--- config.mk ---
export PLATFORM = sky130hd
export DESIGN_NAME = uart_tx_arbiter
export DESIGN_NICKNAME = d
export VERILOG_FILES = /design/src/rtl/uart_tx_arbiter.sv
export SDC_FILE = /design/constraint.sdc
export NUM_CORES = 1
export LEC_CHECK = 0
export BUFFER_PORTS_ARGS = -buffer_cell sky130_fd_sc_hd__buf_4
export CORE_AREA = 2 2 53 55
export CTS_CLUSTER_SIZE = 10
export DETAILED_ROUTE_END_ITERATION = 6
export DIE_AREA = 0 0 55 57
export PLACE_DENSITY = 0.85
export REMOVE_ABC_BUFFERS = 1
export SYNTH_ARGS = -nofsm -noshare
export SYNTH_HDL_FRONTEND = slang
export SYNTH_SLANG_ARGS = --single-unit
--- constraint.sdc ---
create_clock -name Clk -period 4.7 [get_ports Clk]
set_input_delay 0.235 -clock Clk [delete_from_list [all_inputs] [get_ports Clk]]
set_output_delay 0.235 -clock Clk [all_outputs]
set_load 0.01 [all_outputs]
--- src/rtl/uart_tx_arbiter.sv ---
`default_nettype none
// ============================================================================
// Module   : uart_tx_arbiter
// Brief    : Shares one 8N1 UART transmitter between two requesters (A, B)
//            with round-robin arbitration. Each frame latches one byte.
// Revision : 1.0 - initial release
// ============================================================================
module uart_tx_arbiter #(
   parameter logic [9:0] CLKS_PER_BIT = 10'd694
) (
   input  logic       Clk,
   input  logic       Reset,
   input  logic       ReqA,
   input  logic [7:0] DataA,
   output logic       AckA,
   input  logic       ReqB,
   input  logic [7:0] DataB,
   output logic       AckB,
   output logic       Tx,
   output logic       Busy
);

   typedef enum logic [1:0] {
      S_IDLE  = 2'd0,
      S_START = 2'd1,
      S_DATA  = 2'd2,
      S_STOP  = 2'd3
   } state_t;

   localparam logic [9:0] c_reload = CLKS_PER_BIT - 10'd1;

   state_t      r_state;
   logic [9:0]  r_cnt;
   logic [2:0]  r_idx;
   logic [7:0]  r_data;
   logic        r_last_b;
   logic        r_tx;
   logic        r_busy;
   logic        r_acka;
   logic        r_ackb;

   logic        w_grant_a;
   logic        w_grant_b;
   logic        w_bit_end;

   // Round-robin: on a tie the requester that was not served last wins.
   assign w_grant_a = ReqA & (~ReqB | r_last_b);
   assign w_grant_b = ReqB & (~ReqA | ~r_last_b);
   assign w_bit_end = (r_cnt == 10'd0);

   // Arbitration, bit timing and serialisation; all outputs registered.
   always_ff @(posedge Clk or negedge Reset) begin
      if (!Reset) begin
         r_state  <= S_IDLE;
         r_cnt    <= c_reload;
         r_idx    <= 3'd0;
         r_data   <= 8'd0;
         r_last_b <= 1'b1;
         r_tx     <= 1'b1;
         r_busy   <= 1'b0;
         r_acka   <= 1'b0;
         r_ackb   <= 1'b0;
      end else begin
         // Acks are single-cycle: any grant re-asserts them below.
         r_acka <= 1'b0;
         r_ackb <= 1'b0;
         case (r_state)
            S_IDLE: begin
               r_cnt <= c_reload;
               r_idx <= 3'd0;
               r_tx  <= 1'b1;
               if (w_grant_a) begin
                  r_data   <= DataA;
                  r_acka   <= 1'b1;
                  r_last_b <= 1'b0;
                  r_tx     <= 1'b0;
                  r_busy   <= 1'b1;
                  r_state  <= S_START;
               end else if (w_grant_b) begin
                  r_data   <= DataB;
                  r_ackb   <= 1'b1;
                  r_last_b <= 1'b1;
                  r_tx     <= 1'b0;
                  r_busy   <= 1'b1;
                  r_state  <= S_START;
               end
            end
            S_START: begin
               if (w_bit_end) begin
                  r_cnt   <= c_reload;
                  r_tx    <= r_data[0];
                  r_state <= S_DATA;
               end else begin
                  r_cnt <= r_cnt - 10'd1;
               end
            end
            S_DATA: begin
               if (w_bit_end) begin
                  r_cnt <= c_reload;
                  if (r_idx == 3'd7) begin
                     r_idx   <= 3'd0;
                     r_tx    <= 1'b1;
                     r_state <= S_STOP;
                  end else begin
                     r_idx <= r_idx + 3'd1;
                     r_tx  <= r_data[r_idx + 3'd1];
                  end
               end else begin
                  r_cnt <= r_cnt - 10'd1;
               end
            end
            S_STOP: begin
               // After STOP the block always spends one cycle in IDLE.
               if (w_bit_end) begin
                  r_cnt   <= c_reload;
                  r_tx    <= 1'b1;
                  r_busy  <= 1'b0;
                  r_state <= S_IDLE;
               end else begin
                  r_cnt <= r_cnt - 10'd1;
               end
            end
            default: begin
               r_state <= S_IDLE;
               r_tx    <= 1'b1;
               r_busy  <= 1'b0;
            end
         endcase
      end
   end

   assign Tx   = r_tx;
   assign Busy = r_busy;
   assign AckA = r_acka;
   assign AckB = r_ackb;

endmodule
`default_nettype wire
# == Word-level counts from Yosys, hierarchy flattened ==
# Cells that the tools add are included.
# totals
register_bits,28
word_cells,72
out_inout_bits,4
# op_classes
reduce_logical,11
order_cmp,1
eq_ne,9
n_bitwise,7
n_addsub,2
muxes,33
# ops
cell,count
10-bit case mux with 2 select lines,1
1-bit two-way mux,16
8-bit two-way mux,2
2-bit two-way mux,6
10-bit zero test,1
10-bit two-way mux,1
10-bit by 1-bit subtractor with 10-bit output (second input constant),1
2-bit inequality test (second input constant),4
2-bit case mux with 4 select lines,1
3-bit two-way mux,2
3-bit case mux with 2 select lines,1
3-bit AND reduction,2
2-bit nonzero test,3
5-bit AND reduction,1
2-bit equality test (second input constant),2
3-bit by 4-bit < comparator with 1-bit output (second input constant),1
1-bit case mux with 4 select lines,1
2-bit AND reduction,2
3-bit by 1-bit adder with 3-bit output (second input constant),1
1-bit binary-select mux with 3-bit select,1
3-bit equality test (second input constant),1
3-bit inequality test (second input constant),1
1-bit inverter,3
3-bit OR reduction,1
other kinds (5),7

# == Longest topological paths before layout ==
# depth
word_depth,6
depth_mapped,8

# == Worst setup path after synthesis ==
# No wires, ideal clock.
# synth_path
path_kind,register to register
startpoint,register r_cnt[1]
endpoint,register r_state[1]
t_required_ns,4.573
path_buffers,0
t_arrival_ns,1.817
setup_slack_ns,2.755
stages_incl_launch_ff,7
path_cell_list,dfrtp_1 > inv_1 > ha_1 > nand3b_2 > or3_4 > a222oi_1 > mux2_1
# synth_via
elab_chain_cells,3
word_cells_on_any_way,5
classes_between,3 x eq/ne; 2 x reduce/logical
# synth_rtl
item,line,rtl
start: declaration,33,logic [9:0] r_cnt;
start signal: assignment,55,r_cnt <= c_reload;
start signal: assignment,69,r_cnt <= c_reload;
start signal: assignment,90,r_cnt <= c_reload;
10-bit zero test (*),49,assign w_bit_end = (r_cnt == 10'd0);
2-bit inequality test (no line),-,
5-bit AND reduction (no line) (*),-,
end signal: assignment,54,r_state <= S_IDLE;
end signal: assignment,78,r_state <= S_START;
end signal: assignment,85,r_state <= S_START;
end: declaration,32,state_t r_state;
# Mark *: on every way between the ends. The rest lies on a longest branch, timed or not.
# A chain may end at the register's enable or synchronous reset.

# == Worst setup path after layout ==
# layout_path
startpoint,register r_cnt[1]
endpoint,register r_idx[0]
# layout_via
elab_chain_cells,3
# layout_rtl
item,line,rtl
10-bit zero test,49,
2-bit inequality test (no line),-,
2-bit AND reduction (no line),-,
end signal: assignment,105,r_idx <= r_idx + 3'd1;
end: declaration,34,logic [2:0] r_idx;
# Every way passes these cells.

==> results by group <==
Timing
  – Hold Fails Final Rpt: 0
  – Final worst path period need: about 2.1 ns
  – Setup WS post-layout: 2.57 ns
  – Clock Skews: between 0.005 and 0.006 ns
  – RSZ-0062 raised after global routing: false
  – Max Slew Vio Count: 0
  – FMAX: between 400 and 500 MHz
  – Rel. slew slack: between 30 and 40%
  – Period utilisation layout: about 45%
  – Sum Neg Setup Slack: 0 ns
  – Final setup vio count: 0
  – Worst Tran Pin Value: approximately 1.0 ns

Power
  – Sw frac: about a fifth
  – Internal power: roughly 0.34 mW
  – Clk pwr share: 37.0%
  – PwrDens: about 250 nW/um^2
  – Tot Pwr: about 0.43 mW
  – Maximum VDD drop: ~0.21 mV
  – Sequential Power Share: about 57%
  – P_sw: about 0.084 mW
  – Combinational cell fraction of total power: 6.3%
  – Pleak: about 0.85 nW

Yosys
  – Post-Synthesis Cells: about 140
  – Yosys top cell by area: dfrtp_1
  – Synthesis Warnings: 0
  – Ys flop type: dfrtp_1
  – Top cells by area, synth: dfrtp_1 34%, dfstp_2 14%, mux2i_1 8.2%, ha_1 6.0%, nand2_1 5.6%
  – Synth cell types: 31
  – Synthesized cell area: around 1500 um^2
  – Seq cells post-synth: 28
  – EDFF count, synth: 0
  – Synth Area per Inst: around 10 um^2
  – Area share of the largest cell type after synthesis: 34.1%
  – Post-synth ARST share: 100%
  – Sequential area share after synthesis: 48.4%

Route
  – Routed Antenna Nets: 0
  – Vias: 1127
  – Pre-Repair DR Iteration Count: 5
  – DRC errors left: 0
  – Avg Vias per Cell: 5.61
  – WL/cell: roughly 14 um
  – Drt total wl: ~2800 um
  – Initial DRC Count: 29

Worst setup path
  – Slowest CP cell: nor3_1
  – Worst Setup Start Kind: flip-flop
  – Crit path arrival time: 2.36 ns
  – CP peak stage delay: 0.59 ns
  – Worst Setup SP: r_cnt[1]$_DFF_PN0_
  – R2R cell count: 6
  – Crit path capture: r_idx[0]$_DFFE_PN0P_
  – WS Path Type: reg -> reg
  – Crit end category: flip-flop
  – R2r startpoint: r_cnt[1]$_DFF_PN0_
  – FF-to-FF setup slack: 2.57 ns
  – Critical-path cell list: inv_1, ha_1, nand3b_2, nor3_1, mux2_2, a22o_1
  – R2r endpoint: r_idx[0]$_DFFE_PN0P_
  – Required time worst endpoint: roughly 4.9 ns
  – Worst-path maximum fanout: 5

GRT
  – Grt ovf: 0
  – Initial antenna violation count: 0
  – Largest net degree at the start of global routing: 29
  – GRT Util Overall: a little over a fifth
  – First-pass GRT wire length: around 4900 um
  – Number of global-route vias before repair: 1190

Job
  – Number of max-cap violations: 0

Cells and area
  – Final Util: 66.5%
  – Reg area: between 700 and 800 um^2
  – Area of the multi-input gates: ~720 um^2
  – Area added between synthesis and finish: 18.4%
  – Final Net Count: around 200
  – Diodes inserted: 0
  – Post-route insts no fill: 201
  – Fillers: approximately 210
  – Layout cells sized above 1: 24.1%

Clocking
  – CTS Root Cell: clkbuf_4
  – Clock tree sinks: 28
  – TritonCTS buffer count: 3
  – H-tree levels: 1
  – Deepest clock path buffer count: 2
  – Clock slew at reported path FFs: ~0.15 ns
  – Setup repair bufs after CTS: 0
  – Worst-Skew Late Latency: about 0.33 ns
  – Post-CTS Resized: 0
  – CTS tree: built

Die
  – Initial Util: ~56%
  – # IOs: 24
  – Full die area: ~3100 um^2
  – Num rows: 19
  – Core area: 2620 um^2
  – Chip height: ~57 um
  – Die Wd: 55 um

Hold path
  – Hold path depth: 2
  – Hold crit path type: in -> reg

Run status
  – Status: finished clean

Place
  – Post-Place Cells: 196
  – Dpl ws: between 2 and 3 ns
  – HPWL Detailed: roughly 2100 um
  – Routability cong.: just over 0.8
  – Port-buffer cells: 23
==> critical path, delay by kind of cell (launching register included) <==
kind	cells	cell delay [ns]
buffers and inverters	1	0.07
AND/OR/NAND/NOR	2	0.73
adder cells (fa/ha/maj)	1	0.21
flip-flops	1	0.43
AO/OA/AOI/OAI	1	0.18
multiplexers	1	0.41
==> worst min-delay path by stage <==
stage	start	to
6_report	ReqA	AckB$_DFF_PN0_
5_1_grt	ReqA	AckB$_DFF_PN0_
4_1_cts	ReqA	AckB$_DFF_PN0_
3_5_place_dp	Reset	AckB$_DFF_PN0_
3_3_place_gp	Reset	AckB$_DFF_PN0_
2_1_floorplan	Reset	AckA$_DFF_PN0_
==> metrics by stage <==
step,instance area (um^2),hold WS (ns)
2_1_floorplan,1460,-0.0606
3_3_place_gp,1680,0.163
3_5_place_dp,1680,0.170
4_1_cts,1740,0.103
5_1_grt,1740,0.100
6_report,1740,0.106
==> final cells by class <==
| cell class | instances | area share (%) |
|---|---|---|
| multi-input combinational | 106 | 41.4 |
| sequential | 28 | 40.9 |
| timing repair buffer | 25 | 10.9 |
| tap | 31 | 2.23 |
| clock inverter | 1 | 1.73 |
| inverter | 7 | 1.51 |
| clock buffer | 3 | 1.29 |
==> timing repair <==
item	in CTS	in global routing
hold buffers	1	0
hold endpoints to repair	20	0
endpoints found under the setup margin	0	0
==> sequential cells by signal (all words and copies together) (netlist names) <==
register	count
AckA	1
AckB	1
Busy	1
Tx	1
r_cnt	10
r_data	8
r_idx	3
r_last_b	1
r_state	2
==> cell usage in the layout (no fill, tap or decap), types with 2 or more instances in the layout <==
cell type	n
o21ai_0	11
or3_1	2
a22o_1	4
nand3_1	3
ha_1	7
clkbuf_4	3
mux2i_1	12
buf_4	24
xor2_1	2
xnor2_1	5
dfstp_2	8
mux2_2	2
mux2_1	2
nand3b_1	3
nand2_1	22
nor3_1	4
dfrtp_1	20
inv_1	7
nor2_1	15
==> cells in the mapped netlist (2+ instances only) <==
| cell type | instances |
|---|---|
| nand2_1 | 22 |
| dfrtp_1 | 20 |
| nor2_1 | 15 |
| mux2i_1 | 12 |
| o21ai_0 | 11 |
| dfstp_2 | 8 |
| ha_1 | 7 |
| inv_1 | 7 |
| xnor2_1 | 5 |
| a22o_1 | 4 |
| nor3_1 | 4 |
| nand3_1 | 3 |
| nand3b_1 | 3 |
| clkbuf_1 | 2 |
| mux2_1 | 2 |
| mux2_2 | 2 |
| or3_1 | 2 |
| xor2_1 | 2 |
==> routing by layer <==
layer | share of wire [%] | GRT usage (%) | vias up | wire length [um]
li1 | - | - | 550 | -
met1 | 44 | 26.6 | 539 | 1230
met2 | 51 | 36.4 | 33 | 1410
met3 | 3.5 | 2.36 | 5 | 97
met4 | 1.3 | 6.97 | 0 | 36
met5 | 0 | 0 | - | 0
==> cell families after synthesis <==
family          share of synthesized area, %
fa+ha+maj                               5.96
compound gates                          9.97
flops                                   48.4
buf+inv                                 2.56
xor+xnor                                4.17
simple gates                            17.7
mux                                     11.2
==> power groups by stage <==
stage	logic (mW)	registers [mW]	clock network (mW)
3_5_place_dp	0.0270	0.247	0
2_1_floorplan	0.00785	0.247	0
4_1_cts	0.0277	0.242	0.161
6_report	0.0270	0.242	0.158
5_1_grt	0.0305	0.243	0.172
3_3_place_gp	0.0258	0.247	0
(Power assumes the default switching activity.)
